==> src/rtl/radix4_seq_multiplier_if.sv <==
`timescale 1ns/1ps
// Operand/result bundle between the factorial core (master) and the
// radix-4 sequential multiplier (slave).
//   multiplier, multiplicand : operands, sampled on the start edge
//   op_start                 : start request, level
//   op_clear                 : abort/rearm, synchronous
//   op_done                  : result valid
//   busy                     : operation in progress
//   result                   : 2*WIDTH-bit product, 0 unless op_done
interface radix4_seq_multiplier_if #(
  parameter int WIDTH = 64
);
  logic [WIDTH-1:0]   multiplier;
  logic [WIDTH-1:0]   multiplicand;
  logic               op_start;
  logic               op_clear;
  logic               op_done;
  logic               busy;
  logic [2*WIDTH-1:0] result;

  modport master (
    output multiplier, multiplicand, op_start, op_clear,
    input  op_done, busy, result
  );

  modport slave (
    input  multiplier, multiplicand, op_start, op_clear,
    output op_done, busy, result
  );
endinterface

==> src/rtl/radix4_seq_multiplier.sv <==
`timescale 1ns/1ps
// Sequential unsigned WIDTH x WIDTH -> 2*WIDTH multiplier, two multiplier
// bits retired per cycle, fixed latency of WIDTH/2 cycles.
// Ports:
//   clk     : clock, rising edge
//   reset_n : synchronous reset, active-low
//   mul_s   : operand/handshake/result bundle (slave side)
//
// state | meaning
// ------+---------------------------------------------------------------
// IDLE  | waiting for op_start; operands latched on the start edge
// BUSY  | shift-add in progress, one radix-4 digit per cycle
// DONE  | product held on result, op_done high until op_clear
module radix4_seq_multiplier #(
  parameter int WIDTH = 64
) (
  input  logic                  clk,
  input  logic                  reset_n,
  radix4_seq_multiplier_if.slave mul_s
);
  localparam int              CNT_W = (WIDTH / 2 > 1) ? $clog2(WIDTH / 2) : 1;
  localparam logic [CNT_W-1:0] LAST  = CNT_W'(WIDTH / 2 - 1);

  typedef enum logic [1:0] {
    ST_IDLE = 2'd0,
    ST_BUSY = 2'd1,
    ST_DONE = 2'd2
  } state_t;

  state_t           state_q, state_d;
  logic [WIDTH-1:0] m_q, m_d;
  logic [WIDTH+1:0] m3_q, m3_d;
  logic [WIDTH-1:0] q_q, q_d;
  logic [WIDTH+1:0] acc_q, acc_d;
  logic [CNT_W-1:0] count_q, count_d;

  logic [WIDTH+2:0] addend;
  logic [WIDTH+2:0] sum;

  // State register; op_clear outranks every transition, including DONE entry.
  always_ff @(posedge clk) begin
    if (!reset_n) begin
      state_q <= ST_IDLE;
    end else if (mul_s.op_clear) begin
      state_q <= ST_IDLE;
    end else begin
      state_q <= state_d;
    end
  end

  always_comb begin
    state_d = state_q;
    unique case (state_q)
      ST_IDLE: if (mul_s.op_start)  state_d = ST_BUSY;
      ST_BUSY: if (count_q == LAST) state_d = ST_DONE;
      ST_DONE: state_d = ST_DONE;
      default: state_d = ST_IDLE;
    endcase
  end

  always_comb begin
    mul_s.busy    = (state_q == ST_BUSY);
    mul_s.op_done = (state_q == ST_DONE);
    mul_s.result  = (state_q == ST_DONE) ? {acc_q[WIDTH-1:0], q_q} : '0;
  end

  // Radix-4 digit selects 0, M, 2M or the precomputed 3M.
  always_comb begin
    addend = '0;
    unique case (q_q[1:0])
      2'd0: addend = '0;
      2'd1: addend = {3'b000, m_q};
      2'd2: addend = {2'b00, m_q, 1'b0};
      2'd3: addend = {1'b0, m3_q};
      default: addend = '0;
    endcase
    sum = {1'b0, acc_q} + addend;
  end

  always_comb begin
    m_d     = m_q;
    m3_d    = m3_q;
    q_d     = q_q;
    acc_d   = acc_q;
    count_d = count_q;
    unique case (state_q)
      ST_IDLE: begin
        if (mul_s.op_start) begin
          m_d     = mul_s.multiplicand;
          m3_d    = {2'b00, mul_s.multiplicand} + {1'b0, mul_s.multiplicand, 1'b0};
          q_d     = mul_s.multiplier;
          acc_d   = '0;
          count_d = '0;
        end
      end
      ST_BUSY: begin
        // {ACC,Q} <= {sum,Q} >> 2: low sum bits shift into the top of Q.
        acc_d   = sum[WIDTH+2:2];
        q_d     = {sum[1:0], q_q[WIDTH-1:2]};
        count_d = count_q + 1'b1;
      end
      default: ;
    endcase
  end

  always_ff @(posedge clk) begin
    if (!reset_n || mul_s.op_clear) begin
      m_q     <= '0;
      m3_q    <= '0;
      q_q     <= '0;
      acc_q   <= '0;
      count_q <= '0;
    end else begin
      m_q     <= m_d;
      m3_q    <= m3_d;
      q_q     <= q_d;
      acc_q   <= acc_d;
      count_q <= count_d;
    end
  end
endmodule

==> src/flat_wrapper.sv <==
// flat-port wrapper written by rule: the top's interface ports become plain ports
module radix4_seq_multiplier_flat 
#(
  parameter int WIDTH = 64
)
  (clk, reset_n, mul_s_multiplier, mul_s_multiplicand, mul_s_op_start, mul_s_op_clear, mul_s_op_done, mul_s_busy, mul_s_result);
  radix4_seq_multiplier_if #(.WIDTH(WIDTH)) mul_s_i ();
  input  logic clk;
  input  logic reset_n;
  input wire logic [$bits(mul_s_i.multiplier)-1:0] mul_s_multiplier;
  input wire logic [$bits(mul_s_i.multiplicand)-1:0] mul_s_multiplicand;
  input wire logic [$bits(mul_s_i.op_start)-1:0] mul_s_op_start;
  input wire logic [$bits(mul_s_i.op_clear)-1:0] mul_s_op_clear;
  output wire logic [$bits(mul_s_i.op_done)-1:0] mul_s_op_done;
  output wire logic [$bits(mul_s_i.busy)-1:0] mul_s_busy;
  output wire logic [$bits(mul_s_i.result)-1:0] mul_s_result;
  assign mul_s_i.multiplier = mul_s_multiplier;
  assign mul_s_i.multiplicand = mul_s_multiplicand;
  assign mul_s_i.op_start = mul_s_op_start;
  assign mul_s_i.op_clear = mul_s_op_clear;
  assign mul_s_op_done = mul_s_i.op_done;
  assign mul_s_busy = mul_s_i.busy;
  assign mul_s_result = mul_s_i.result;
  radix4_seq_multiplier #(.WIDTH(WIDTH)) u_core (.clk(clk), .reset_n(reset_n), .mul_s(mul_s_i));
endmodule
==> config.mk <==
export PLATFORM = sky130hd
export DESIGN_NAME = radix4_seq_multiplier_flat
export DESIGN_NICKNAME = d
export VERILOG_FILES = /design/src/rtl/radix4_seq_multiplier_if.sv /design/src/rtl/radix4_seq_multiplier.sv /design/src/flat_wrapper.sv
export SDC_FILE = /design/constraint.sdc
export NUM_CORES = 1
export LEC_CHECK = 0
export ABC_AREA = 1
export BUFFER_PORTS_ARGS = -buffer_cell sky130_fd_sc_hd__buf_2
export CORE_ASPECT_RATIO = 0.9
export CORE_MARGIN = 10
export CORE_UTILIZATION = 45
export CTS_CLUSTER_SIZE = 24
export DETAILED_ROUTE_END_ITERATION = 7
export PLACE_DENSITY = 0.66
export SLEW_MARGIN = 10
export SYNTH_ARGS = -nofsm -noshare
export SYNTH_HDL_FRONTEND = slang
export SYNTH_SLANG_ARGS = --single-unit
export TNS_END_PERCENT = 10
==> constraint.sdc <==
create_clock -name clk -period 3 [get_ports clk]
set_input_delay 0.3 -clock clk [delete_from_list [all_inputs] [get_ports clk]]
set_output_delay 0.3 -clock clk [all_outputs]
set_load 0.05 [all_outputs]
* After elaboration in Yosys (flattened, before gate mapping)
Index checks and enable logic that the tools add are counted.
Word-level totals: flip-flop bits (word level) 267, input port bits 132
Cells by class: add/subtract/negate cells 3, equality and inequality tests 8, muxes and demuxes 11, bitwise operators 1, reductions and logical operators 9
Operators by type and width (number):
- $pmux 67 s4 | 1
- $pmux 66 s2 | 1
- $mux 128 | 1
- $pmux 64 s2 | 1
- $add 66x67->67 | 1
- $add 64x65->66 | 1
- $mux 66 | 1
- $mux 64 | 1
- $pmux 5 s2 | 1
- $eq 2x2->1 const B | 3
- $pmux 2 s3 | 1
- $reduce_and 2->1 | 3
- $add 5x1->5 const B | 1
- $eq 5x5->1 const B | 1
- $mux 5 | 1
- $eq 2x1->1 const B | 2
- $logic_not 2->1 | 2
- $mux 2 | 2
- $ne 2x1->1 const B | 1
- $ne 2x2->1 const B | 1
- $reduce_bool 2->1 | 1
- $reduce_or 2->1 | 1
- $logic_not 1->1 | 1
- $logic_or 1x1->1 | 1
- $not 1->1 | 1

* Logic depth before layout (Yosys ltp)
depth in word-level cells 4, gate-level depth with buffers 23, gate-level depth less buffers 23

* Worst setup path after synthesis
Ideal clock, no wire load.
path type reg-to-reg, start point register u_core.q_q[0], end point register u_core.acc_q[17], setup time 0.132 ns, arrival time 2.603 ns, slack 0.265 ns, stages on the path, launching flop included 19, clock period less this slack 2.735 ns, cell sequence dfxtp_1 inv_1 nor2_1 clkbuf_1 buf_1 nand2_1 o221ai_1 ha_1 a21oi_2 nor2_1 nor2_1 nand2_2 nand2_2 nand2_2 nand2_1 nand2_2 or2_2 nand3_1 a21oi_1
On the way: word-level cells in the longest chain between the ends 4, elaborated cells between the ends (all ways) 7, those cells by class 1 x add/sub; 3 x eq/ne; 2 x mux; 1 x reduce/logical
RTL lines:
- from (decl) | line radix4_seq_multiplier.sv:33 | logic [WIDTH-1:0] q_q, q_d;
- from (signal assigned) | line radix4_seq_multiplier.sv:116 | q_q <= q_d;
- $eq 2x2->1 (tied with other cells) | line radix4_seq_multiplier.sv:70 | unique case (q_q[1:0])
- $pmux 67 s4 * | line radix4_seq_multiplier.sv:70
- $add 66x67->67 * | line radix4_seq_multiplier.sv:77 | sum = {1'b0, acc_q} + addend;
- $pmux 66 s2 * | line radix4_seq_multiplier.sv:86 | unique case (state_q)
- to (signal assigned) | line radix4_seq_multiplier.sv:111 | acc_q <= '0;
- to (signal assigned) | line radix4_seq_multiplier.sv:117 | acc_q <= acc_d;
- to (decl) | line radix4_seq_multiplier.sv:34 | logic [WIDTH+1:0] acc_q, acc_d;
Mark *: on every way between the ends. The rest lies on a longest branch, timed or not. The select of a mux whose other input is x is not followed. A chain may end at the register's enable or synchronous reset.

* Final worst setup path
start point register u_core.q_q[0], end point register u_core.acc_q[29]
The elaborated chain is that of the path after synthesis.

==> results by group <==
Outcome
  – Run status: finished clean

Power and ir drop
  – Sequential fraction of design power: 0.358
  – Clock network fraction of total power: 0.431
  – Pwr Total: around 10 mW
  – Sw Share: 0.316
  – Comb pwr share: 0.211
  – Net switching power figure: roughly 3.3 mW
  – Max IR drop VDD: between 0.4 and 0.5 mV
  – Cell Int Power: approximately 7.1 mW
  – Lkg Pwr: 14.5 nW
  – Power Density: ~370 nW/um2

Run
  – Maxcap violations: 0

Clock tree
  – Root buffer cell: clkbuf_16
  – Clock buffer depth: 3
  – Clock tree from TritonCTS: built
  – CTS H-tree lvls: 1
  – Clock-pin slew on the worst setup and hold paths: around 70 ps
  – CTS Sinks: ~270
  – Number of buffers created by CTS: 31
  – Clk_lat worst skew: approximately 610 ps

Synth
  – Synthesized cell area: ~23000 um2
  – Sequential cell area fraction in the yosys report: 0.231
  – Synth area leader: dfxtp_1
  – Most common cell in the netlist: nand2_1
  – Average size of a mapped cell: roughly 5.8 um2
  – Post-synth cell types: 46
  – Yosys warnings: 0
  – Ys async rst share: 0
  – Synth cell count leaders: 1141 x nand2_1, 714 x inv_1, 353 x nor2_1, 349 x a21oi_1, 272 x o21ai_0
  – Ys flop type: dfxtp_1
  – Yosys reg bits: 265
  – Syn_nets: about 4300
  – Synth Instances: between 3000 and 4000
  – EDFF count, synth: 0
  – Share of the synthesized area in the top cell type: 0.231
  – Largest cells by area after synthesis: dfxtp_1 23%, nand2_1 19%, inv_1 12%

Timing
  – Final setup viols: 0
  – Final Hold Vio Count: 0
  – Setup_tns: 0 ps
  – Post-route clock period utilization: 0.993
  – Fmax achieved: approximately 340 MHz
  – Min cycle time layout: just under 3000 ps
  – Clk_skew: slightly above 30 ps
  – Actual slew at the worst max-slew pin: 933 ps
  – Slew Limit Headroom: 0.376
  – RSZ-0062 raised after global routing: true
  – Slew Viols, Final: 0
  – Hold Slack: 39.8 ps

Drt
  – DR WL/cell: 17.8 um
  – 1st-pass router iterations: 6
  – Iter 0 DRT Violations: around 2500
  – Routed vias/inst: 5.25
  – Routed vias: 26500
  – DRC violations left: 0
  – Routed WL: approximately 90000 um
  – Antenna Nets Post-Route: 0

Critical path
  – Slowest-stage cell, CP: o211ai_1
  – Most used cell along the critical path: nand2_2
  – Worst r2r src: u_core.q_q[0]$_SDFFE_PP0P_
  – CP endpoint: u_core.acc_q[29]$_SDFFE_PP0P_
  – R2R setup slack: ~20 ps
  – Critical Path RT: about 3500 ps
  – FF-to-FF path depth: 18
  – Arrival time at the worst endpoint: 3450 ps
  – Worst Setup SP: u_core.q_q[0]$_SDFFE_PP0P_
  – Reg-to-Reg End: u_core.acc_q[29]$_SDFFE_PP0P_
  – Startpoint Class: flip-flop
  – Crit-path cells: buf_6, nand2_8, buf_12, buf_12, o211ai_1, ha_1, nand2_1, nand2_2, a21oi_2, buf_4, inv_2, nand2_2, nand2_2, a21oi_2, nand2_2, or2_1, nand3_2, a21oi_2
  – Crit end category: flip-flop
  – Top fanout value on the critical path: 8
  – Crit Path Class: flip-flop to flip-flop
  – Max incr delay on CP: roughly 370 ps

GRT
  – Vias in the first global route: 24400
  – Total gr overflow: 0
  – Overall Global Routing Usage: 0.282
  – Global-route wire length before repair: 136000 um
  – Initial antenna violation count: 1
  – Largest net degree at the start of global routing: about 180

Final layout
  – Fillers: a little over 5000
  – Area growth syn-to-layout: 22.7%
  – Share of cells above drive strength 1: 0.166
  – Core Util, Final: 0.559
  – Nets: approximately 4600
  – Fin area: between 20000 and 30000 um2

Placement
  – GPL Wtd Cong: between 0.9 and 1
  – IO buf count: 261
  – DP HPWL: around 71000 um
  – Placed instance area: 25700 um2

Floorplan
  – Die ar.: ~60000 um2
  – Core Region: between 50000 and 60000 um2
  – Starting Density: 0.455
  – Ports: roughly 260
  – Die X: ~260 um
  – FP Rows: between 70 and 80
  – DIE HEIGHT: approximately 230 um

Hold path
  – Hold path cells: 3
  – Hold Path Origin: mul_s_multiplicand[58]
  – Hold/Removal Path Class: primary input to flip-flop
[cell families (layout without fill, tap and decap cells)]
kind of cell | after synthesis | in the layout | share of synthesized area
AO/OA/AOI/OAI | 816 | 816 | 0.197
AND/OR/NAND/NOR | 1866 | 1866 | 0.343
other | 0 | 1 | 0
XOR/XNOR | 27 | 27 | 0.0103
flip-flops | 265 | 265 | 0.231
adder cells (fa/ha/maj) | 137 | 137 | 0.0753
buffers and inverters | 872 | 1263 | 0.144
[state kept, by name (all words and copies together) (netlist names)]
register,cells
u_core.m_q,63
u_core.m3_q,66
u_core.state_q,2
u_core.acc_q,65
u_core.q_q,64
u_core.count_q,5
[layout by cell type, fill, tap and decap left out, types with 8 or more instances in the layout]
cell type      count
buf_12            14
a21oi_2           23
nor2_4            12
buf_4            121
o211ai_1          16
nand3_2           17
a21oi_1          331
nor3_1            26
dfxtp_1          263
dlygate4sd3_1     63
inv_1            710
o21ai_1           18
o21bai_1          19
ha_2              12
ha_1             121
buf_2            261
clkbuf_16         34
nand3_1          154
a21o_1             8
nand3b_1          12
nand2_1         1129
nand2_2           67
xor2_1            25
o221ai_2          21
nor2_1           333
nand4_1           26
bufinv_16          9
o221ai_1          25
o21ai_0          269
or2_2             12
nor2_2            50
a31oi_1           65
inv_2             27
[per-stage QoR]
stage                     setup slack, ps  std cells
after floorplan                       265       3983
after global placement               -123       4912
after detailed placement            -79.8       4912
after CTS                           -5.62       5034
after global routing                -83.4       5054
final                                20.2       5055
[final cells by class]
type                       instances  area, um2  area share
inverter                         742       2790      0.0990
timing repair buffer             463       3210       0.114
sequential                       265       5310       0.188
antenna                            1       2.50   0.0000888
multi-input combinational       2846      14800       0.525
clock buffer                      36        835      0.0296
tap                              680        851      0.0302
clock inverter                    22        375      0.0133
[power by group through the flow]
| stage | sequential [mW] | combinational (mW) | clock (mW) |
|---|---|---|---|
| after global routing | 3.76 | 2.42 | 4.69 |
| after detailed placement | 3.81 | 2.05 | 0 |
| after floorplan | 3.79 | 1.35 | 0 |
| after CTS | 3.74 | 2.13 | 4.56 |
| final | 3.74 | 2.20 | 4.50 |
| after global placement | 3.81 | 2.04 | 0 |
[layer usage]
metal | wire [um] | vias to the layer above | global-route usage
li1 | - | 13400 | -
met1 | 40600 | 11900 | 0.399
met2 | 39000 | 1043 | 0.441
met3 | 7290 | 167 | 0.0328
met4 | 3050 | 2 | 0.0905
met5 | 14 | - | 0
[repair_timing]
item	CTS	global route
buffers inserted	1	17
pin swaps	2	35
hold buffers	63	0
endpoints found under the hold margin	63	0
setup endpoints to repair	16	54
gates cloned	0	3
gates resized for setup	8	96
[worst min-delay path by stage]
stage	to	slack (ps)
global placement	u_core.count_q[4]$_SDFFE_PP0P_	460
CTS	u_core.m_q[42]$_SDFFE_PP0P_	10
global route	u_core.m3_q[0]$_SDFFE_PP0P_	50
detailed placement	u_core.m_q[18]$_SDFFE_PP0P_	460
finish	u_core.m_q[58]$_SDFFE_PP0P_	40
floorplan	u_core.m_q[10]$_SDFFE_PP0P_	440
[critical path, delay by kind of cell, from the launching register on]
family | cells | cell delay [ps]
AO/OA/AOI/OAI | 4 | 730
adder cells (fa/ha/maj) | 1 | 360
buffers and inverters | 5 | 560
flip-flops | 1 | 350
AND/OR/NAND/NOR | 8 | 830
No activity file was read; power rests on OpenSTA's default activity.
